--- src/rtl/alu_share_arb.sv ---
`default_nettype none
// ============================================================================
// Module      : alu_share_arb
// Description : Two-requester arbiter in front of one shared, external,
//               combinational ALU. A granted operation is registered onto
//               alu_a/alu_b/alu_op, the ALU settles for one cycle (EXEC),
//               its result/carry/flags are captured into a response register
//               that is held until the consumer takes it (RESP).
//               Accept -> rsp_valid latency is 2 cycles; the minimum issue
//               interval is 3 cycles.
// Revision    : 1.0 - initial release
// ----------------------------------------------------------------------------
// Configuration macro:
//   ALU_ARB_FIXED_PRIO_EN  defined   : requester 0 always wins a tie.
//                          undefined : round-robin on ties (last_grant reg).
// ----------------------------------------------------------------------------
// Ports:
//   clk, rst                        clock, async active-high reset
//   req0_valid/req1_valid           requester presents an operation
//   req0_ready/req1_ready           operation accepted this cycle
//   req0_a/b, req1_a/b, reqN_op     operands and opcode
//   alu_a, alu_b, alu_op            registered operands to the shared ALU
//   alu_out, alu_carry, alu_flags   combinational ALU result
//   rsp_valid/rsp_ready             response handshake
//   rsp_id                          requester that issued the response
//   rsp_data, rsp_carry, rsp_flags  captured ALU outputs
// ============================================================================
module alu_share_arb #(
  parameter int WIDTH = 32,
  parameter int OPW   = 7,
  parameter int FLW   = 5
) (
  input  logic             clk,
  input  logic             rst,
  input  logic             req0_valid,
  output logic             req0_ready,
  input  logic [WIDTH-1:0] req0_a,
  input  logic [WIDTH-1:0] req0_b,
  input  logic [OPW-1:0]   req0_op,
  input  logic             req1_valid,
  output logic             req1_ready,
  input  logic [WIDTH-1:0] req1_a,
  input  logic [WIDTH-1:0] req1_b,
  input  logic [OPW-1:0]   req1_op,
  output logic [WIDTH-1:0] alu_a,
  output logic [WIDTH-1:0] alu_b,
  output logic [OPW-1:0]   alu_op,
  input  logic [WIDTH-1:0] alu_out,
  input  logic             alu_carry,
  input  logic [FLW-1:0]   alu_flags,
  output logic             rsp_valid,
  input  logic             rsp_ready,
  output logic             rsp_id,
  output logic [WIDTH-1:0] rsp_data,
  output logic             rsp_carry,
  output logic [FLW-1:0]   rsp_flags
);

  typedef enum logic [1:0] {
    ST_IDLE = 2'd0,
    ST_EXEC = 2'd1,
    ST_RESP = 2'd2
  } state_t;

  state_t           r_state;
  state_t           w_state_next;

  logic             w_accept;
  logic             w_grant;       // 0 = requester 0, 1 = requester 1
  logic             w_tie_winner;  // who wins when both are valid

  logic [WIDTH-1:0] r_alu_a;
  logic [WIDTH-1:0] r_alu_b;
  logic [OPW-1:0]   r_alu_op;
  logic             r_grant_id;    // id of the operation currently in flight
  logic             r_rsp_id;
  logic [WIDTH-1:0] r_rsp_data;
  logic             r_rsp_carry;
  logic [FLW-1:0]   r_rsp_flags;

  // --------------------------------------------------------------------------
  // Tie-break policy
  // --------------------------------------------------------------------------
`ifdef ALU_ARB_FIXED_PRIO_EN
  assign w_tie_winner = 1'b0;
`else
  logic r_last_grant;

  // Resets to 1 so requester 0 wins the first tie after reset.
  always_ff @(posedge clk or posedge rst) begin
    if (rst) begin
      r_last_grant <= 1'b1;
    end else if (w_accept) begin
      r_last_grant <= w_grant;
    end
  end

  assign w_tie_winner = ~r_last_grant;
`endif

  // --------------------------------------------------------------------------
  // FSM: state register
  // --------------------------------------------------------------------------
  always_ff @(posedge clk or posedge rst) begin
    if (rst) begin
      r_state <= ST_IDLE;
    end else begin
      r_state <= w_state_next;
    end
  end

  // --------------------------------------------------------------------------
  // FSM: next state, arbitration and ready outputs
  // --------------------------------------------------------------------------
  always_comb begin
    w_state_next = r_state;
    w_accept     = 1'b0;
    w_grant      = 1'b0;
    req0_ready   = 1'b0;
    req1_ready   = 1'b0;
    case (r_state)
      ST_IDLE: begin
        if (req0_valid || req1_valid) begin
          w_accept = 1'b1;
          if (req0_valid && req1_valid) begin
            w_grant = w_tie_winner;
          end else begin
            w_grant = req1_valid;
          end
          req0_ready   = ~w_grant;
          req1_ready   = w_grant;
          w_state_next = ST_EXEC;
        end
      end
      // The shared ALU gets exactly one cycle to settle on the registered
      // operands before its outputs are captured.
      ST_EXEC: w_state_next = ST_RESP;
      ST_RESP: begin
        if (rsp_ready) begin
          w_state_next = ST_IDLE;
        end
      end
      default: w_state_next = ST_IDLE;
    endcase
  end

  // --------------------------------------------------------------------------
  // Operand issue registers: loaded only on accept, otherwise they keep the
  // last issued operation.
  // --------------------------------------------------------------------------
  always_ff @(posedge clk or posedge rst) begin
    if (rst) begin
      r_alu_a    <= '0;
      r_alu_b    <= '0;
      r_alu_op   <= '0;
      r_grant_id <= 1'b0;
    end else if (w_accept) begin
      r_alu_a    <= w_grant ? req1_a  : req0_a;
      r_alu_b    <= w_grant ? req1_b  : req0_b;
      r_alu_op   <= w_grant ? req1_op : req0_op;
      r_grant_id <= w_grant;
    end
  end

  // --------------------------------------------------------------------------
  // Response capture on the closing edge of EXEC; held through RESP.
  // A reset during EXEC clears everything, so the dropped operation never
  // produces a response.
  // --------------------------------------------------------------------------
  always_ff @(posedge clk or posedge rst) begin
    if (rst) begin
      r_rsp_id    <= 1'b0;
      r_rsp_data  <= '0;
      r_rsp_carry <= 1'b0;
      r_rsp_flags <= '0;
    end else if (r_state == ST_EXEC) begin
      r_rsp_id    <= r_grant_id;
      r_rsp_data  <= alu_out;
      r_rsp_carry <= alu_carry;
      r_rsp_flags <= alu_flags;
    end
  end

  // --------------------------------------------------------------------------
  // Outputs
  // --------------------------------------------------------------------------
  assign alu_a     = r_alu_a;
  assign alu_b     = r_alu_b;
  assign alu_op    = r_alu_op;
  assign rsp_valid = (r_state == ST_RESP);
  assign rsp_id    = r_rsp_id;
  assign rsp_data  = r_rsp_data;
  assign rsp_carry = r_rsp_carry;
  assign rsp_flags = r_rsp_flags;

endmodule
`default_nettype wire

--- config.mk ---
export PLATFORM = sky130hd
export DESIGN_NAME = alu_share_arb
export DESIGN_NICKNAME = d
export VERILOG_FILES = /design/src/rtl/alu_share_arb.sv
export SDC_FILE = /design/constraint.sdc
export NUM_CORES = 1
export LEC_CHECK = 0
export BUFFER_PORTS_ARGS = -buffer_cell sky130_fd_sc_hd__buf_2
export CAP_MARGIN = 40
export CORE_MARGIN = 2
export CORE_UTILIZATION = 39
export CTS_CLUSTER_SIZE = 16
export DETAILED_ROUTE_END_ITERATION = 6
export PLACE_DENSITY = 0.75
export SETUP_SLACK_MARGIN = 0.1
export SYNTH_ARGS = -nofsm -noshare
export SYNTH_HDL_FRONTEND = slang
export SYNTH_SLANG_ARGS = --single-unit
--- constraint.sdc ---
create_clock -name clk -period 3.1 [get_ports clk]
set_input_delay 0.155 -clock clk [delete_from_list [all_inputs] [get_ports clk]]
set_output_delay 0.155 -clock clk [all_outputs]
set_load 0.02 [all_outputs]
==> impl_metrics.json, run 1 <==
{
  "antenna_left": 0,
  "grt_max_degree": 74,
  "multi_input_area_um2": 1770,
  "netlist_area_um2": 4840,
  "viasPerCell": 5.02,
  "yosysTopAreaCell": "dfrtp_1",
  "core_area_um2": 12100,
  "worst-slew-pin-transition_ns": 0.828,
  "synth_nets": 673,
  "synth-seq-area-share": 0.589,
  "grtUsageMet2": 0.434,
  "diodes": 0,
  "drt_iter0_markers": 349,
  "gr-usage-all-layers": 0.261,
  "grt_pass1_vias": 5280,
  "synthSimpleGateAreaFrac": 0.123,
  "synth_adder_area_share": 0,
  "gp_congestion": 0.841,
  "drive_above_1_share": 0.445,
  "final_common_cell": "buf_2",
  "grt_pass1_wl_um": 26700,
  "ff2ff_setup_slack_ns": 1.09,
  "clock_skew_ns": 0.00986,
  "hold_class": "input pin to flip-flop",
  "critPathKind": "flip-flop to output port",
  "h-tree-depth": 4,
  "end_kind": "output port",
  "cts_tree": "yes",
  "ios": 298,
  "slew_violations": 0,
  "ys_ff_latch": 114,
  "die_w_um": 115,
  "design.die.area_um2": 13300,
  "synth.distinct_cells": 19,
  "synth_top_cell_area_share": 0.584,
  "final-setup-viol-count": 0,
  "numCtsBuffers": 17,
  "total_leakage_power_nw": 3.89,
  "worstSetupStartpoint": "r_state[1]",
  "synth_cells": 488,
  "slew_headroom": 0.448,
  "arrival_ns": 2.17,
  "cts-root-buf": "clkbuf_16",
  "final_cell_mix": "buf_2, dfrtp_1, a21oi_1, nand2_1, nor2_1",
  "finalCriticalPeriod_ns": 2.33,
  "synth_top_family_by_area": "compound AO/OA/AOI/OAI gates",
  "reg2reg_depth": 7,
  "nets": 1036,
  "fin_crit_sh": 0.751,
  "remaining_drc_errors": 0,
  "die_height_um": 115,
  "postLayoutCoreUtil": 0.638,
  "portBuffers": 297,
  "regArea_um2": 2850,
  "cts_max_path_buffers": 2,
  "rsz0062_at_grt": "false",
  "crit_required_ns": 2.94,
  "r2r_end": "alu_a[8]",
  "stdcell_count": 1029,
  "cp-start-kind": "flip-flop",
  "max_cap_violations": 0,
  "hold_viol_final": 0,
  "status": "finished, final reports clean",
  "synth-compound-area-share": 0.150,
  "critPathMaxFanout": 28,
  "synth-xor-area-share": 0,
  "start_util": 0.402,
  "dpl.cell_count": 931,
  "whs_ns": 0.0170,
  "cts.clk_slew.worst_paths_ns": 0.05,
  "placed_cell_area_um2": 6470,
  "cts_sinks": 114,
  "stdcell_area_um2": 7700,
  "avgSynthCellArea_um2": 9.93,
  "peakVddDrop_mv": 0.530,
  "fin_tns_setup_ns": 0,
  "reg2reg_from": "r_state[1]",
  "drtPass1Iterations": 4,
  "gr-total-overflow": 0,
  "grt-busiest-layer": "met2",
  "clk_latency_ns": 0.40,
  "max_clock_freq_mhz": 430,
  "muxShareOfSynthArea": 0.0907,
  "use_met1": 0.292,
  "via_count": 5165,
  "antenna_found_initial": 0,
  "area_growth_pct": 58.9,
  "wl_per_cell_um": 16.8,
  "met3_usage": 0.0785,
  "ys_top_cells_by_area": "dfrtp_1, a21oi_1, mux2_2",
  "post-dp-hpwl_um": 10900,
  "fp-row-count": 40,
  "yosysWarnings": 0,
  "crit_end": "req1_ready",
  "pwr_density_cell_nw_per_um2": 1100,
  "wirelength_um": 17300,
  "fill_cells": 933
}
cell type report:
type                            count  area share
Clock buffer                       23      0.0621
Sequential cell                   114       0.371
Tap cell                          168      0.0273
Clock inverter                      6     0.00748
Inverter                            4     0.00244
Timing Repair Buffer              378       0.299
Multi-Input combinational cell    336       0.230
cells in the mapped netlist:
cell type / instances
buf_6: 5
and3_1: 1
inv_1: 2
inv_2: 2
clkbuf_1: 2
o21ai_0: 1
dfstp_2: 1
nor2_4: 1
nor2_1: 71
mux2_2: 39
dfrtp_1: 113
a21oi_1: 90
buf_2: 21
nand2_1: 76
o21ai_2: 1
nand2b_1: 3
buf_4: 6
nand3_2: 1
o21ai_1: 52
metrics by stage:
stage,power (mW),setup WS (ns)
finish,8.47,0.773
global route,9.01,0.619
CTS,8.42,0.755
detailed placement,6.56,1.16
global placement,6.44,1.21
floorplan,5.26,1.56
repair_timing:
| item | in CTS | in global routing |
|---|---|---|
| hold endpoints to repair | 79 | 0 |
| hold buffers | 69 | 0 |
| setup endpoints to repair | 0 | 0 |
| resized for setup | 0 | 0 |
| buffers inserted | 0 | 0 |
registers in the layout, indices dropped and copies added, names as in the netlist:
name and cells:
alu_a 32, alu_b 32, alu_op 7, r_grant_id 1, r_last_grant 1, r_state 2
rsp_carry 1, rsp_data 32, rsp_flags 5, rsp_id 1
worst min path at each step:
| stage | start | endpoint | slack, ns | cells after the start |
|---|---|---|---|---|
| after CTS | req0_b[28] | alu_b[28] | 0.00006 | 3 |
| after global routing | req0_a[10] | alu_a[10] | 0.006 | 3 |
| after detailed placement | rst | rsp_data[18] | 0.15 | 2 |
| final | req0_a[10] | alu_a[10] | 0.02 | 3 |
| after global placement | rst | rsp_data[18] | 0.35 | 2 |
| after floorplan | rsp_ready | r_state[1] | 0.26 | 1 |
cells by family (layout without fill, tap and decap cells):
family / count (synthesis) / after routing
buffers and inverters: 38 / 411
DFF: 114 / 114
and+or+nand+nor: 153 / 153
muxes: 39 / 39
AOI/OAI and AO/OA: 144 / 144
critical path, cell delays in order, from the launching register on:
cell and delay, ns:
dfrtp_1 0.41, nor2_4 0.16, nand3_2 0.08, buf_4 0.21
inv_2 0.37, buf_4 0.33, buf_2 0.20
metal layers:
layer	up-vias	wire length, um	part of all wire
li1	2356	-	-
met2	312	8440	0.49
met3	63	1590	0.092
met4	2	843	0.049
met1	2432	6370	0.37
met5	-	6	0.00035
power breakdown:
| part | switching [mW] | total [mW] | internal [mW] |
|---|---|---|---|
| Clock | 0.625 | 1.77 | 1.14 |
| Combinational | 2.56 | 4.02 | 1.46 |
| Sequential | 0.427 | 2.69 | 2.26 |
Power figures use the tool's default switching activity.
==> run 2: changes to the inputs <==
ABC_AREA = 1   (was unset)
CORE_UTILIZATION = 46   (was 39)
PLACE_DENSITY = 0.79   (was 0.75)
clock period = 2.15 ns   (was 3.1 ns; I/O delays follow)
==> run 2 against run 1 <==
- clock skew decreased by 0.0014 ns
- sequential cell count unchanged
- area after synthesis increased by 18%
- via count increased by 32%
- largest cell class unchanged
==> impl_metrics.json, run 2 <==
{
  "status": "finished, final reports clean",
  "synth_adder_area_share": 0,
  "peakVddDrop_mv": 0.749,
  "yosys.cell_count.top_type": "nand2_1",
  "stdcell_count": 1367,
  "h-tree-depth": 4,
  "pwr-share-clk": 0.231,
  "min_delay_path_depth": 5,
  "synth_nets": 985,
  "start_util": 0.473,
  "yosys-top-cells-count": "nand2_1, dfrtp_1, nand3_1",
  "async_reset_ff_frac": 1.00,
  "ys_top_cells_by_area": "dfrtp_1, nand2_1, nand3_1",
  "ys_ff_latch": 114,
  "fin_ws_ns": 0.310,
  "drt_iter0_markers": 619,
  "post-dp-hpwl_um": 12300,
  "synth_edf_count": 0,
  "max_cap_violations": 0,
  "arrival_ns": 1.73,
  "cts_sinks": 114,
  "drtPass1Iterations": 5,
  "cts-root-buf": "clkbuf_16",
  "slowest_stage": "dfrtp_1",
  "p_int_mw": 7.42,
  "numCtsBuffers": 17,
  "fin_crit_sh": 0.856,
  "cts_max_path_buffers": 2,
  "placed_cell_area_um2": 7330,
  "cts_tree": "yes",
  "reg2reg_depth": 5,
  "via_count": 6812,
  "max_clock_freq_mhz": 543,
  "gp_congestion": 0.840,
  "muxShareOfSynthArea": 0,
  "wl_per_cell_um": 15.0,
  "end_kind": "output port",
  "synth_cells": 800,
  "pwr_density_cell_nw_per_um2": 1480,
  "fill_cells": 857,
  "gr-usage-all-layers": 0.305,
  "p_comb_frac": 0.479,
  "nets": 1369,
  "crit_chain": "nor2_4, buf_4, nand3_4, inv_1, buf_2",
  "critPathKind": "flip-flop to output port",
  "synth_top_family_by_area": "simple AND/OR/NAND/NOR gates",
  "viasPerCell": 4.98,
  "swShare": 0.444,
  "p_switching_mw": 5.93,
  "hold_class": "input pin to flip-flop",
  "core_area_um2": 12100,
  "synthSimpleGateAreaFrac": 0.388,
  "cts.clk_slew.worst_paths_ns": 0.05,
  "ios": 298,
  "cts_setup_buffers": 0,
  "worst-slew-pin-transition_ns": 0.631,
  "final_common_cell": "nand2_1",
  "clk_latency_ns": 0.41,
  "power.total_mw": 13.3,
  "postLayoutCoreUtil": 0.747,
  "area_growth_pct": 58.0,
  "yosysWarnings": 0,
  "seqPwrFrac": 0.291,
  "avgSynthCellArea_um2": 7.13,
  "synth-compound-area-share": 0.00263,
  "regArea_um2": 2850,
  "multi_input_area_um2": 2250,
  "synth-seq-area-share": 0.500,
  "whs_ns": 0.0187,
  "dpl.cell_count": 1230,
  "drive_above_1_share": 0.294,
  "critPathMaxFanout": 18,
  "design.die.area_um2": 13300,
  "finalCriticalPeriod_ns": 1.84,
  "antenna_left": 0,
  "final_cell_mix": "nand2_1, buf_2, dfrtp_1, nand3_1, dlygate4sd3_1",
  "netlist_area_um2": 5700,
  "fin_tns_setup_ns": 0,
  "grt_max_degree": 115,
  "crit_required_ns": 2.04,
  "ys_dominant_reg_cell": "dfrtp_1",
  "place_ws_ns": 0.533,
  "die_height_um": 115,
  "slew_violations": 0,
  "hold_viol_final": 0,
  "final-setup-viol-count": 0,
  "clock_skew_ns": 0.00842,
  "wirelength_um": 20500,
  "rsz0062_at_grt": "false",
  "gr-total-overflow": 0,
  "slew_headroom": 0.580,
  "synth-xor-area-share": 0,
  "cp-start-kind": "flip-flop",
  "die_w_um": 115,
  "fp-row-count": 40,
  "remaining_drc_errors": 0,
  "portBuffers": 297,
  "grt_pass1_wl_um": 31600,
  "synth.distinct_cells": 15,
  "stdcell_area_um2": 9010,
  "antenna_found_initial": 3,
  "yosysTopAreaCell": "dfrtp_1",
  "synth_top_cell_area_share": 0.496,
  "grt_pass1_vias": 6514,
  "slowest_delay_ns": 0.41,
  "total_leakage_power_nw": 5.54
}
run 2: power by group through the flow:
stage / clock network (mW) / registers (mW) / logic (mW)
after floorplan: 0 / 5.09 / 2.83
final: 3.08 / 3.88 / 6.39
after global placement: 0 / 3.84 / 6.02
after global routing: 3.23 / 3.99 / 7.01
after detailed placement: 0 / 3.83 / 6.17
after CTS: 3.11 / 3.84 / 6.33
run 2: cell type report:
cell class	instances	share of cell area
Tap cell	168	0.0233
Antenna cell	2	0.000555
Inverter	99	0.0416
Multi-Input combinational cell	536	0.250
Clock inverter	11	0.0203
Sequential cell	114	0.317
Timing Repair Buffer	416	0.297
Clock buffer	21	0.0511
run 2: worst paths after layout:
check / slack [ns] / endpoint / from
hold / removal: 0.02 / alu_a[19] / req1_a[19]
setup / recovery: 0.31 / req0_ready / r_state[1]
max in group asynchronous: 1.25 / alu_a[4] / rst
hold reg to reg: 0.46 / r_last_grant / r_last_grant
setup reg to reg: 0.53 / rsp_data[23] / r_state[0]
min in group asynchronous: 0.40 / rsp_data[1] / rst
run 2: logic make-up (layout without fill, tap and decap cells):
logic type             after synthesis  after routing
flip-flops                         114            114
other                                0              2
buffers and inverters              150            547
AND/OR/NAND/NOR                    533            533
AO/OA/AOI/OAI                        3              3
run 2: timing repair:
item | CTS | global route
resized for setup | 0 | 0
hold endpoints to repair | 215 | 0
setup endpoints to repair | 0 | 0
hold buffers | 103 | 0
run 2: worst max-delay path, delay by kind of cell, from the launching register on:
| kind | cells | cell delay, ns |
|---|---|---|
| flip-flops | 1 | 0.41 |
| AND/OR/NAND/NOR | 2 | 0.43 |
| buffers and inverters | 3 | 0.47 |
run 2: metal layers:
metal  GRT usage  wire length [um]
met5           0                 7
met4       0.145               769
met3      0.0817              2010
met2       0.524             10100
met1       0.354              7610
==> run 3: changes to the inputs <==
REMOVE_ABC_BUFFERS = 1   (was unset)
==> run 3 against run 2 <==
- cell area up 0.79%
- maximum frequency down 5.6%
- power is 2.0% lower
- hold slack worse by 0.0059 ns
- sequential share of layout area shrank 0.25 points
- wire length grew 2.8%
- die area unchanged
- clock-buffer cell count is 2 higher
- first-iteration DRC count fell by 8.6%
- largest cell class unchanged
- largest power group unchanged
==> impl_metrics.json, run 3 (synthesis results as in run 2) <==
{
  "antenna_found_initial": 3,
  "pwr_density_cell_nw_per_um2": 1440,
  "design.die.area_um2": 13300,
  "grt_pass1_vias": 6813,
  "die_w_um": 115,
  "p_int_mw": 7.13,
  "drt_iter0_markers": 566,
  "hold_viol_final": 0,
  "drtPass1Iterations": 5,
  "min_delay_path_depth": 5,
  "viasPerCell": 4.94,
  "status": "finished, final reports clean",
  "wl_per_cell_um": 15.3,
  "via_count": 6816,
  "grtUsageMet2": 0.514,
  "cts_sinks": 114,
  "max_clock_freq_mhz": 513,
  "remaining_drc_errors": 0,
  "start_util": 0.473,
  "max_cap_violations": 0,
  "swShare": 0.455,
  "place_ws_ns": 0.543,
  "final-setup-viol-count": 0,
  "slew_headroom": 0.694,
  "gr-usage-all-layers": 0.323,
  "gp_congestion": 0.887,
  "pwr-share-clk": 0.209,
  "multi_input_area_um2": 2240,
  "cts_setup_buffers": 0,
  "grt-busiest-layer": "met2",
  "peakVddDrop_mv": 0.824,
  "fin_crit_sh": 0.907,
  "use_met1": 0.364,
  "cp-start-kind": "flip-flop",
  "min_to": "alu_op[5]",
  "cts.clk_slew.worst_paths_ns": 0.05,
  "ff2ff_setup_slack_ns": 0.47,
  "p_switching_mw": 5.94,
  "arrival_ns": 1.84,
  "dpl.cell_count": 1232,
  "fin_ws_ns": 0.201,
  "fin_tns_setup_ns": 0,
  "area_growth_pct": 59.2,
  "grt_max_degree": 50,
  "fill_cells": 780,
  "cts-root-buf": "clkbuf_16",
  "core_area_um2": 12100,
  "rsz0062_at_grt": "true",
  "stdcell_area_um2": 9080,
  "cts_tree": "yes",
  "r2r_end": "alu_b[1]",
  "clk_latency_ns": 0.42,
  "hold_class": "input pin to flip-flop",
  "nets": 1385,
  "met3_usage": 0.102,
  "clock_skew_ns": 0.00575,
  "end_kind": "output port",
  "hp-start": "req1_op[5]",
  "wirelength_um": 21100,
  "h-tree-depth": 4,
  "cts_max_path_buffers": 2,
  "seqPwrFrac": 0.294,
  "gr-total-overflow": 0,
  "grt_pass1_wl_um": 33100,
  "placed_cell_area_um2": 7340,
  "finalCriticalPeriod_ns": 1.95,
  "crit_required_ns": 2.04,
  "drive_above_1_share": 0.290,
  "antenna_left": 0,
  "reg2reg_depth": 7,
  "stdcell_count": 1380,
  "ios": 298,
  "final_cell_mix": "nand2_1, buf_2, dlygate4sd3_1, dfrtp_1, nand3_1",
  "critPathMaxFanout": 25,
  "regArea_um2": 2850,
  "die_height_um": 115,
  "total_leakage_power_nw": 5.58,
  "portBuffers": 297,
  "numCtsBuffers": 17,
  "cts.repair.resized": 0,
  "p_comb_frac": 0.497,
  "critPathKind": "flip-flop to output port",
  "fp-row-count": 40,
  "slew_violations": 0,
  "final_common_cell": "nand2_1",
  "worst-slew-pin-transition_ns": 0.459,
  "reg2reg_from": "r_last_grant",
  "post-dp-hpwl_um": 12100,
  "worstSetupStartpoint": "r_last_grant"
}
[run 3: cell count changes in the layout (fill, tap and decap cells not counted), moves of 2 or more]
| cell | delta |
|---|---|
| bufinv_16 | -3 |
| dlygate4sd3_1 | +14 |
| clkinvlp_4 | -2 |
| buf_4 | +2 |
| clkbuf_8 | +2 |
[run 3: critical path, stage by stage, from the launching register on]
cell	delay [ns]
dfstp_2	0.52
nand2_1	0.13
nand2_1	0.14
nand3_4	0.30
inv_1	0.15
buf_2	0.17
[run 3: timing repair]
action,in CTS,in global routing
hold endpoints to repair,139,0
hold buffers,117,0
setup endpoints to repair,0,1
[run 3: area by class of cell]
class	instances	area share
antenna	2	0.000551
clock buffer	23	0.0537
clock inverter	6	0.00882
inverter	99	0.0412
multi-input combinational	536	0.247
sequential	114	0.314
tap	168	0.0231
timing repair buffer	432	0.312
[run 3: worst max path at each step]
stage / cells after the start / endpoint / slack (ns)
3_3_place_gp: 7 / alu_a[12] / 0.55
4_1_cts: 5 / req0_ready / 0.19
3_5_place_dp: 7 / alu_a[9] / 0.54
6_report: 5 / req0_ready / 0.20
5_1_grt: 5 / req0_ready / 0.09
2_1_floorplan: 3 / req1_ready / -4.11
[run 3: power groups by stage]
stage	combinational, mW	sequential [mW]	clock, mW
3_3_place_gp	6.08	3.80	0
4_1_cts	6.38	3.81	2.75
6_report	6.50	3.84	2.73
3_5_place_dp	6.19	3.80	0
5_1_grt	7.13	3.96	2.87
2_1_floorplan	2.33	5.13	0
[run 3: metrics by stage]
step                hold WS, ns   util  total power [mW]
global route             0.0127  0.753              14.0
detailed placement        0.154  0.609              9.99
CTS                    0.000470  0.753              12.9
floorplan                 0.215      -              7.46
finish                   0.0128  0.753              13.1
global placement          0.156  0.609              9.89
[run 3: layer usage]
metal / up-vias / share of wire
met5: - / 0
met4: 0 / 0.067
met3: 120 / 0.080
met2: 388 / 0.48
met1: 3077 / 0.37
li1: 3231 / -
